### config.mk
export PLATFORM = sky130hd
export DESIGN_NAME = guy_sprite_addr_gen_flat
export DESIGN_NICKNAME = d
export VERILOG_FILES = /design/src/rtl/guy_sprite_addr_gen_pkg.sv /design/src/rtl/guy_sprite_addr_gen_if.sv /design/src/rtl/guy_sprite_addr_gen_anim_fsm.sv /design/src/rtl/guy_sprite_addr_gen.sv /design/src/flat_wrapper.sv
export SDC_FILE = /design/constraint.sdc
export NUM_CORES = 1
export LEC_CHECK = 0
export ABC_AREA = 1
export BUFFER_PORTS_ARGS = -buffer_cell sky130_fd_sc_hd__buf_2
export CORE_MARGIN = 2
export CORE_UTILIZATION = 54
export CTS_CLUSTER_SIZE = 10
export DETAILED_ROUTE_END_ITERATION = 7
export GPL_ROUTABILITY_DRIVEN = 0
export PLACE_DENSITY_LB_ADDON = 0.08
export SYNTH_ARGS = -nofsm -noshare
export SYNTH_HDL_FRONTEND = slang
export SYNTH_HIERARCHICAL = 1
export SYNTH_SLANG_ARGS = --single-unit
### constraint.sdc
create_clock -name Clk -period 2.5 [get_ports Clk]
set_clock_uncertainty 0.1 [all_clocks]
set_input_delay 0.25 -clock Clk [delete_from_list [all_inputs] [get_ports Clk]]
set_output_delay 0.25 -clock Clk [all_outputs]
set_load 0.1 [all_outputs]
### src/rtl/guy_sprite_addr_gen_pkg.sv
// guy_pkg: shared sizes and types for the guy sprite address generator.
//   SPRITE_W/SPRITE_H  sprite dimensions in pixels (both powers of 2)
//   NUM_FRAMES         frames in the sheet: 0 = idle, 1..NUM_FRAMES-1 = walk cycle
//   FRAME_HOLD         frame ticks each walk frame is shown
//   ADDR_W             sprite ROM address width
//   anim_state_t       animation FSM state
//   frame_t            animation frame index
package guy_pkg;

    localparam int unsigned SPRITE_W   = 32;
    localparam int unsigned SPRITE_H   = 32;
    localparam int unsigned NUM_FRAMES = 3;
    localparam int unsigned FRAME_HOLD = 8;
    localparam int unsigned ADDR_W     = 12;

    typedef enum logic {
        ANIM_IDLE,
        ANIM_WALK
    } anim_state_t;

    typedef logic [1:0] frame_t;

endpackage

### src/rtl/guy_sprite_addr_gen_if.sv
// guy_sprite_addr_gen_if: beam/character inputs and ROM-address outputs of
// the guy sprite address generator.
//   frame_clk          vsync-rate level, rising edge = frame tick
//   DrawX, DrawY       current beam pixel
//   GuyX, GuyY         sprite top-left corner
//   moving             character is walking
//   facing_left        mirror request
//   character_address  registered ROM address
//   sprite_on          beam inside sprite box, aligned with ROM data
//   frame_idx          current animation frame
// Modports: master drives the beam/character side, slave is the generator.
interface guy_sprite_addr_gen_if #(
    parameter int unsigned ADDR_W = guy_pkg::ADDR_W
) ();

    logic               frame_clk;
    logic [9:0]         DrawX;
    logic [9:0]         DrawY;
    logic [9:0]         GuyX;
    logic [9:0]         GuyY;
    logic               moving;
    logic               facing_left;
    logic [ADDR_W-1:0]  character_address;
    logic               sprite_on;
    guy_pkg::frame_t    frame_idx;

    modport master (
        output frame_clk, DrawX, DrawY, GuyX, GuyY, moving, facing_left,
        input  character_address, sprite_on, frame_idx
    );

    modport slave (
        input  frame_clk, DrawX, DrawY, GuyX, GuyY, moving, facing_left,
        output character_address, sprite_on, frame_idx
    );

endinterface

### src/rtl/guy_sprite_addr_gen_anim_fsm.sv
// guy_anim_fsm: walk-animation sequencer for the guy sprite.
//   Clk         pixel/system clock
//   Reset       asynchronous, active-high
//   frame_clk   vsync-rate level synchronous to Clk
//   moving      character is walking
//   frame_tick  one-Clk pulse on the rising edge of frame_clk
//   frame_idx   current animation frame (0 = idle)
// State, hold counter and frame only advance on frame_tick.
module guy_anim_fsm
    import guy_pkg::*;
#(
    parameter int unsigned NUM_FRAMES = guy_pkg::NUM_FRAMES,
    parameter int unsigned FRAME_HOLD = guy_pkg::FRAME_HOLD
) (
    input  logic   Clk,
    input  logic   Reset,
    input  logic   frame_clk,
    input  logic   moving,
    output logic   frame_tick,
    output frame_t frame_idx
);

    localparam int unsigned HOLD_W = (FRAME_HOLD > 1) ? $clog2(FRAME_HOLD) : 1;

    logic              frame_clk_q;
    anim_state_t       state, state_n;
    logic [HOLD_W-1:0] hold, hold_n;
    frame_t            frame_n;

    // Edge register resets high so a frame_clk already high at release
    // does not produce a tick.
    assign frame_tick = frame_clk & ~frame_clk_q;

    always_ff @(posedge Clk or posedge Reset) begin
        if (Reset) begin
            frame_clk_q <= 1'b1;
            state       <= ANIM_IDLE;
            hold        <= '0;
            frame_idx   <= '0;
        end else begin
            frame_clk_q <= frame_clk;
            state       <= state_n;
            hold        <= hold_n;
            frame_idx   <= frame_n;
        end
    end

    always_comb begin
        state_n = state;
        hold_n  = hold;
        frame_n = frame_idx;
        if (frame_tick) begin
            unique case (state)
                ANIM_IDLE: begin
                    frame_n = '0;
                    hold_n  = '0;
                    if (moving) begin
                        state_n = ANIM_WALK;
                        frame_n = frame_t'(1);
                    end
                end
                ANIM_WALK: begin
                    // Stopping returns to idle at once, even mid-hold.
                    if (!moving) begin
                        state_n = ANIM_IDLE;
                        frame_n = '0;
                        hold_n  = '0;
                    end else if (hold == HOLD_W'(FRAME_HOLD - 1)) begin
                        hold_n  = '0;
                        frame_n = (frame_idx == frame_t'(NUM_FRAMES - 1))
                                  ? frame_t'(1) : frame_idx + frame_t'(1);
                    end else begin
                        hold_n = hold + HOLD_W'(1);
                    end
                end
            endcase
        end
    end

endmodule

### src/rtl/guy_sprite_addr_gen.sv
// guy_sprite_addr_gen: address stage for the 4-bit palette guy sprite ROM
// (NUM_FRAMES frames of SPRITE_W x SPRITE_H).
//   Clk    pixel/system clock
//   Reset  asynchronous, active-high
//   bus    guy_sprite_addr_gen_if.slave (beam/character in, address out)
// character_address is registered one Clk after DrawX/DrawY; sprite_on is
// the box test delayed two Clk so it lines up with the ROM's registered data.
// GuyX/GuyY/facing_left are sampled only on a frame tick to avoid tearing.
// Build option: GUY_HFLIP_EN mirrors columns when the latched facing_left
// is set; otherwise facing_left is ignored.
module guy_sprite_addr_gen
    import guy_pkg::*;
#(
    parameter int unsigned SPRITE_W   = guy_pkg::SPRITE_W,
    parameter int unsigned SPRITE_H   = guy_pkg::SPRITE_H,
    parameter int unsigned NUM_FRAMES = guy_pkg::NUM_FRAMES,
    parameter int unsigned FRAME_HOLD = guy_pkg::FRAME_HOLD,
    parameter int unsigned ADDR_W     = guy_pkg::ADDR_W
) (
    input logic                 Clk,
    input logic                 Reset,
    guy_sprite_addr_gen_if.slave bus
);

    localparam int unsigned LX_W = $clog2(SPRITE_W);
    localparam int unsigned LY_W = $clog2(SPRITE_H);

    logic              frame_tick;
    frame_t            frame_cur;
    logic [9:0]        gx, gy;
    logic              flip;
    logic [10:0]       x_end, y_end;
    logic              in_box, in_box_q;
    logic [LX_W-1:0]   lx, col;
    logic [LY_W-1:0]   ly;
    logic [ADDR_W-1:0] addr_c;

    guy_anim_fsm #(
        .NUM_FRAMES (NUM_FRAMES),
        .FRAME_HOLD (FRAME_HOLD)
    ) u_anim (
        .Clk        (Clk),
        .Reset      (Reset),
        .frame_clk  (bus.frame_clk),
        .moving     (bus.moving),
        .frame_tick (frame_tick),
        .frame_idx  (frame_cur)
    );

    assign bus.frame_idx = frame_cur;

    always_ff @(posedge Clk or posedge Reset) begin
        if (Reset) begin
            gx   <= '0;
            gy   <= '0;
            flip <= 1'b0;
        end else if (frame_tick) begin
            gx   <= bus.GuyX;
            gy   <= bus.GuyY;
`ifdef GUY_HFLIP_EN
            flip <= bus.facing_left;
`endif
        end
    end

`ifndef GUY_HFLIP_EN
    logic unused_facing_left;
    assign unused_facing_left = bus.facing_left;
`endif

    // 11-bit bounds so a sprite near the right/bottom edge does not wrap.
    always_comb begin
        x_end  = {1'b0, gx} + 11'(SPRITE_W);
        y_end  = {1'b0, gy} + 11'(SPRITE_H);
        in_box = (bus.DrawX >= gx) && ({1'b0, bus.DrawX} < x_end) &&
                 (bus.DrawY >= gy) && ({1'b0, bus.DrawY} < y_end);
        lx     = LX_W'(bus.DrawX - gx);
        ly     = LY_W'(bus.DrawY - gy);
        col    = flip ? (LX_W'(SPRITE_W - 1) - lx) : lx;
        addr_c = ADDR_W'(frame_cur) * ADDR_W'(SPRITE_W * SPRITE_H)
               + ADDR_W'(ly) * ADDR_W'(SPRITE_W)
               + ADDR_W'(col);
    end

    always_ff @(posedge Clk or posedge Reset) begin
        if (Reset) begin
            bus.character_address <= '0;
            in_box_q              <= 1'b0;
            bus.sprite_on         <= 1'b0;
        end else begin
            bus.character_address <= in_box ? addr_c : '0;
            in_box_q              <= in_box;
            bus.sprite_on         <= in_box_q;
        end
    end

endmodule
### src/flat_wrapper.sv
// flat-port wrapper written by rule: the top's interface ports become plain ports
module guy_sprite_addr_gen_flat import guy_pkg::*;
#(
    parameter int unsigned SPRITE_W   = guy_pkg::SPRITE_W,
    parameter int unsigned SPRITE_H   = guy_pkg::SPRITE_H,
    parameter int unsigned NUM_FRAMES = guy_pkg::NUM_FRAMES,
    parameter int unsigned FRAME_HOLD = guy_pkg::FRAME_HOLD,
    parameter int unsigned ADDR_W     = guy_pkg::ADDR_W
)
  (Clk, Reset, bus_frame_clk, bus_DrawX, bus_DrawY, bus_GuyX, bus_GuyY, bus_moving, bus_facing_left, bus_character_address, bus_sprite_on, bus_frame_idx);
  guy_sprite_addr_gen_if #(.ADDR_W(ADDR_W)) bus_i ();
  input logic Clk;
  input logic Reset;
  input wire logic [$bits(bus_i.frame_clk)-1:0] bus_frame_clk;
  input wire logic [$bits(bus_i.DrawX)-1:0] bus_DrawX;
  input wire logic [$bits(bus_i.DrawY)-1:0] bus_DrawY;
  input wire logic [$bits(bus_i.GuyX)-1:0] bus_GuyX;
  input wire logic [$bits(bus_i.GuyY)-1:0] bus_GuyY;
  input wire logic [$bits(bus_i.moving)-1:0] bus_moving;
  input wire logic [$bits(bus_i.facing_left)-1:0] bus_facing_left;
  output wire logic [$bits(bus_i.character_address)-1:0] bus_character_address;
  output wire logic [$bits(bus_i.sprite_on)-1:0] bus_sprite_on;
  output wire logic [$bits(bus_i.frame_idx)-1:0] bus_frame_idx;
  assign bus_i.frame_clk = bus_frame_clk;
  assign bus_i.DrawX = bus_DrawX;
  assign bus_i.DrawY = bus_DrawY;
  assign bus_i.GuyX = bus_GuyX;
  assign bus_i.GuyY = bus_GuyY;
  assign bus_i.moving = bus_moving;
  assign bus_i.facing_left = bus_facing_left;
  assign bus_character_address = bus_i.character_address;
  assign bus_sprite_on = bus_i.sprite_on;
  assign bus_frame_idx = bus_i.frame_idx;
  guy_sprite_addr_gen #(.SPRITE_W(SPRITE_W), .SPRITE_H(SPRITE_H), .NUM_FRAMES(NUM_FRAMES), .FRAME_HOLD(FRAME_HOLD), .ADDR_W(ADDR_W)) u_core (.Clk(Clk), .Reset(Reset), .bus(bus_i));
endmodule
* Yosys cells after proc, flatten, opt, wreduce, memory -nomap -nowiden
Cells that the tools add are included.
Storage, ports and cells: logic and storage cells 43, bits in registers 41, input port bits 45, output and inout port bits 15
Cells by class: muxes and demuxes 11, bitwise gates (word level) 3, equal/unequal tests 3, magnitude comparators 4, add/subtract/negate cells 9, reduce and logical (&&, ||, !) cells 4
Operators by type and width (count):
- adder 10 x 6 -> 11 bit, second input constant | 2
- less-than comparator 10 x 11 -> 1 bit | 2
- >= comparator 10 bit | 2
- adder 12 x 10 -> 12 bit | 1
- adder 12 x 5 -> 12 bit | 1
- 2-to-1 mux 12 bit | 1
- subtractor 5 bit | 2
- 2-to-1 mux 2 bit | 3
- 2-to-1 mux 3 bit | 2
- case mux 3 bit (2 select lines) | 1
- 2-to-1 mux 5 bit | 1
- subtractor 5 bit, first input constant | 1
- case mux 2 bit (2 select lines) | 1
- adder 3 x 1 -> 3 bit, second input constant | 1
- == test 3 bit, second input constant | 1
- logical AND 1 bit | 3
- != test 3 x 2 -> 1 bit, second input constant | 1
- adder 2 x 1 -> 2 bit, second input constant | 1
- == test 2 bit, second input constant | 1
- 2-to-1 mux 1 bit | 2
- NOT 1 bit | 2
- AND reduction 2 bit | 1
- bitwise AND 1 bit | 1

* Longest topological paths before layout
word-level depth 6, depth in mapped cells 15, gate-level depth less buffers 14

* Hierarchy
The synthesis kept the hierarchy.
By module, submodules not included:
- guy_sprite_addr_gen | area an instance 2257.2 um2, cells an instance 271, times used 1
- guy_anim_fsm | area an instance 349.1 um2, cells an instance 40, times used 1

* Least setup slack after synthesis
Ideal clock, no wire load.
path kind register -> register, from reg u_core.gy[5], to reg u_core.bus.character_address[10], arrival time 1.733 ns, cell stages (with the launch flop) 14, setup time 0.070 ns, required time 2.330 ns, path buffers 1, slack 0.597 ns, cells stage by stage dfrtp_1 > ha_1 > inv_1 > ha_1 > inv_1 > nor2_1 > a21oi_1 > nand2_1 > nand2_1 > nand2_1 > nor2_1 > nand2_2 > buf_6 > nor2_2
Between the ends: cells in the longest elaborated chain, start to end 4, elaborated cells between the ends (all ways) 6, those cells by class 1 x add/sub; 2 x order compare; 1 x mux; 2 x reduce/logical
Ends and longest elaborated chain:
- from (decl) | RTL line guy_sprite_addr_gen.sv:30 | logic [9:0] gx, gy;
- from (signal assigned) | RTL line guy_sprite_addr_gen.sv:59 | gy <= bus.GuyY;
- adder 10 x 6 -> 11 bit or >= comparator 10 bit (tied branches) | RTL line guy_sprite_addr_gen.sv:74, guy_sprite_addr_gen.sv:76
- less-than comparator 10 x 11 -> 1 bit or logical AND 1 bit (tied branches) | RTL line guy_sprite_addr_gen.sv:76, guy_sprite_addr_gen.sv:75
- logical AND 1 bit * | RTL line guy_sprite_addr_gen.sv:76 | (bus.DrawY >= gy) && ({1'b0, bus.DrawY} < y_end);
- 2-to-1 mux 12 bit * | RTL line guy_sprite_addr_gen.sv:91 | bus.character_address <= in_box ? addr_c : '0;
- to (signal assigned) | RTL line guy_sprite_addr_gen.sv:91
- to (decl) | RTL line guy_sprite_addr_gen_if.sv:34 | output character_address, sprite_on, frame_idx
Mark *: on every way between the ends. The rest lies on a longest branch, timed or not. A chain may end at the register's enable or synchronous reset.

* Final worst setup path
from reg u_core.gx[5], to reg u_core.bus.character_address[11]
Between the ends: cells in the longest elaborated chain, start to end 6, elaborated cells between the ends (all ways) 7, those cells by class 1 x add/sub; 2 x order compare; 1 x mux; 3 x reduce/logical
Ends and longest elaborated chain:
- from (decl) | RTL line guy_sprite_addr_gen.sv:30
- from (signal assigned) | RTL line guy_sprite_addr_gen.sv:58 | gx <= bus.GuyX;
- adder 10 x 6 -> 11 bit | RTL line guy_sprite_addr_gen.sv:73 | x_end = {1'b0, gx} + 11'(SPRITE_W);
- less-than comparator 10 x 11 -> 1 bit | RTL line guy_sprite_addr_gen.sv:75 | in_box = (bus.DrawX >= gx) && ({1'b0, bus.DrawX} < x_end) &&
- logical AND 1 bit * (2 in a row) | RTL line guy_sprite_addr_gen.sv:75
- logical AND 1 bit * | RTL line guy_sprite_addr_gen.sv:76
- 2-to-1 mux 12 bit * | RTL line guy_sprite_addr_gen.sv:91
Marks and branches as above.

==> results_dict.tcl <==
set metrics [dict create \
    first_global_vias 2146 \
    multiInputGateArea_sq_um 1376 \
    grt_pass1_wl_um 8887 \
    path_max_fanout 13 \
    postRouteAntennaNets 0 \
    yosysSeqAreaShare 0.3941 \
    use_met1 0.2323 \
    diodes 0 \
    drv_cap 0 \
    ys_top_cells_by_area "dfrtp_1, ha_1, nand2_1" \
    status "complete, no violations" \
    min_period_ns 2.200 \
    crit_type "flop to flop" \
    synth_top_flop_cell "dfrtp_1" \
    antenna_found_initial 0 \
    ios 60 \
    clk_pin_slew_ns 0.09 \
    finalSetupTns_ns 0 \
    clock_power_share 0.266 \
    crit_path_start_kind "flop" \
    holdBufCountCts 2 \
    power_frac_seq 0.380 \
    yosysMostFrequentCell "nand2_1" \
    p_leak_uw 0.001698 \
    synth_area_per_cell_sq_um 8.380 \
    area_growth_pct 18.48 \
    rsz0062_at_grt "false" \
    netSwitchingFraction 0.3789 \
    synthTopCellsByCount "nand2_1, inv_1, dfrtp_1" \
    grtUsageTotal 0.2135 \
    vias 2102 \
    synth_edf_count 0 \
    drtIter0Drc 60 \
    setup_viol 0 \
    synth-seq-cells 41 \
    cts_tree "yes" \
    cts.sinks 41 \
    fin_util 0.6581 \
    switchingPower_uw 776.3 \
    synth_top_area_frac 0.3841 \
    async_flop_share 1.000 \
    via_per_inst 4.888 \
    maxSlewViolCount 0 \
    use_met3 0.05624 \
    htreeDepth 2 \
    power.density_nw_per_um2 663.5 \
    worstHoldPathType "input port to flop" \
    max-vdd-ir-drop_v 0.0003282 \
    die_w_um 73.47 \
    postCtsResizedCells 0 \
    dpl_cell_area_sq_um 2953 \
    cp.arrival_ns 2.33 \
    place_hpwl_um 4092 \
    start_util 0.5555 \
    tightest_slew_ns 0.6340 \
    syn_inst 311 \
    wl_per_cell_um 12.08 \
    cts-root-buf "clkbuf_8" \
    fillers 429 \
    dr.pass1.iters 4 \
    grt_use_met2 0.3998 \
    dieArea_sq_um 5398 \
    relSlewSlack 0.5769 \
    drc 0 \
    clockBufferDepth 2 \
    fin_crit_sh 0.8800 \
    numCtsBuffers 5 \
    critPathCaptureType "flop" \
    coreArea_sq_um 4692 \
    comb_power_share 0.355 \
    grt-ovfl-total 0 \
    final_area_sq_um 3088 \
    post_cts_buffers 0 \
    layout-drive-gt1-share 0.2447 \
    nets 456 \
    dieHeight_um 73.47 \
    insertion_delay_ns 0.30 \
    yosys.area.top_type "dfrtp_1" \
    wl_um 5195 \
    port_buffers 58 \
    synthesis.nets 392 \
    grt_busiest_layer "met2" \
    num_rows 25 \
    regArea_sq_um 1027 \
    ys_warn_count 8 \
    grt_max_degree 31 \
    ys_types 29 \
    critPathRequiredTime_ns 2.63 \
    syn_area_sq_um 2606 \
    internal-power_uw 1273 \
    fmax_mhz 454.5 \
    hold_violations 0 \
]
path summary, 6_finish.rpt:
path,endpoint,from,cells after the start,slack (ns)
max reg2reg,u_core/bus.character_address[11]$_DFF_PP0_,u_core/gx[5]$_DFFE_PP0P_,10,0.30
min reg2reg,u_core/bus.sprite_on$_DFF_PP0_,u_core/in_box_q$_DFF_PP0_,0,0.25
max in group asynchronous,u_core/gx[2]$_DFFE_PP0P_,Reset,4,1.11
min in group asynchronous,u_core/u_anim/hold[0]$_DFFE_PP0P_,Reset,3,0.32
min,u_core/gx[6]$_DFFE_PP0P_,bus_GuyX[6],3,0.05
max,u_core/bus.character_address[11]$_DFF_PP0_,u_core/gx[5]$_DFFE_PP0P_,10,0.30
metal layers:
metal / share of wire / vias to the layer above
li1: - / 1105
met1: 0.44 / 947
met2: 0.51 / 45
met3: 0.042 / 5
met4: 0.010 / 0
met5: 0 / -
cell families (layout without fill, tap and decap cells):
group	count (synthesis)	after routing	synth area share
mux	2	2	0.008641
compound gates	37	37	0.07489
simple gates	131	131	0.2256
buf+inv	52	117	0.07777
xor+xnor	12	12	0.04033
fa+ha+maj	36	36	0.1786
flops	41	41	0.3941
layout by cell type (no fill, tap or decap), types with 2 or more instances in the layout:
cell            n
ha_1           34
o21ai_0        18
nand3_1        11
buf_4           2
nand2_2         2
xor2_1          6
nor2_4          2
o21ai_1         3
mux2_2          2
a21oi_1        12
inv_1          46
dfrtp_1        40
clkbuf_8        5
nand2_1        78
dlygate4sd3_1   2
nor2_1         19
a21o_1          2
buf_2          58
nand3_2         3
fa_1            2
nor2_2         10
nor3_1          2
xnor2_1         6
power by group through the flow:
stage	Combinational, uW	Clock [uW]	Sequential [uW]
3_5_place_dp	727	0	791
2_1_floorplan	412	0	944
6_report	727	544	778
3_3_place_gp	709	0	790
4_1_cts	734	565	778
5_1_grt	823	588	786
critical path, stage by stage (launching register included):
cell	delay [ns]
dfrtp_1	0.38
inv_1	0.10
nor2_2	0.17
xor2_1	0.16
ha_1	0.26
a21oi_1	0.17
nand3b_2	0.15
nand3_2	0.08
nor2_2	0.14
nand2_2	0.25
nor2_1	0.18
stage by stage:
stage / worst slack (ns) / power, uW / cells / hold WS [ns]
detailed placement: 0.3111 / 1517 / 420 / 0.1014
global route: 0.1086 / 2198 / 430 / 0.04812
CTS: 0.2810 / 2076 / 430 / 0.04386
global placement: 0.3668 / 1499 / 420 / 0.1020
floorplan: 0.5966 / 1357 / 311 / -0.04733
finish: 0.3000 / 2049 / 430 / 0.05015
flip-flops by register name (all words and copies together), names as in the netlist:
name / cells
u_core/gy: 10
u_core/u_anim/frame_clk_q: 1
u_core/in_box_q: 1
u_core/bus.character_address: 12
u_core/u_anim/state: 1
u_core/u_anim/hold: 3
u_core/bus.sprite_on: 1
u_core/u_anim/frame_idx: 2
u_core/gx: 10
cell type report:
type	count	area share
multi-input combinational	218	0.4457
sequential	41	0.3327
timing repair buffer	62	0.1053
inverter	47	0.05713
clock buffer	5	0.02229
tap	54	0.02188
clock inverter	3	0.01499
(Power assumes the default switching activity.)
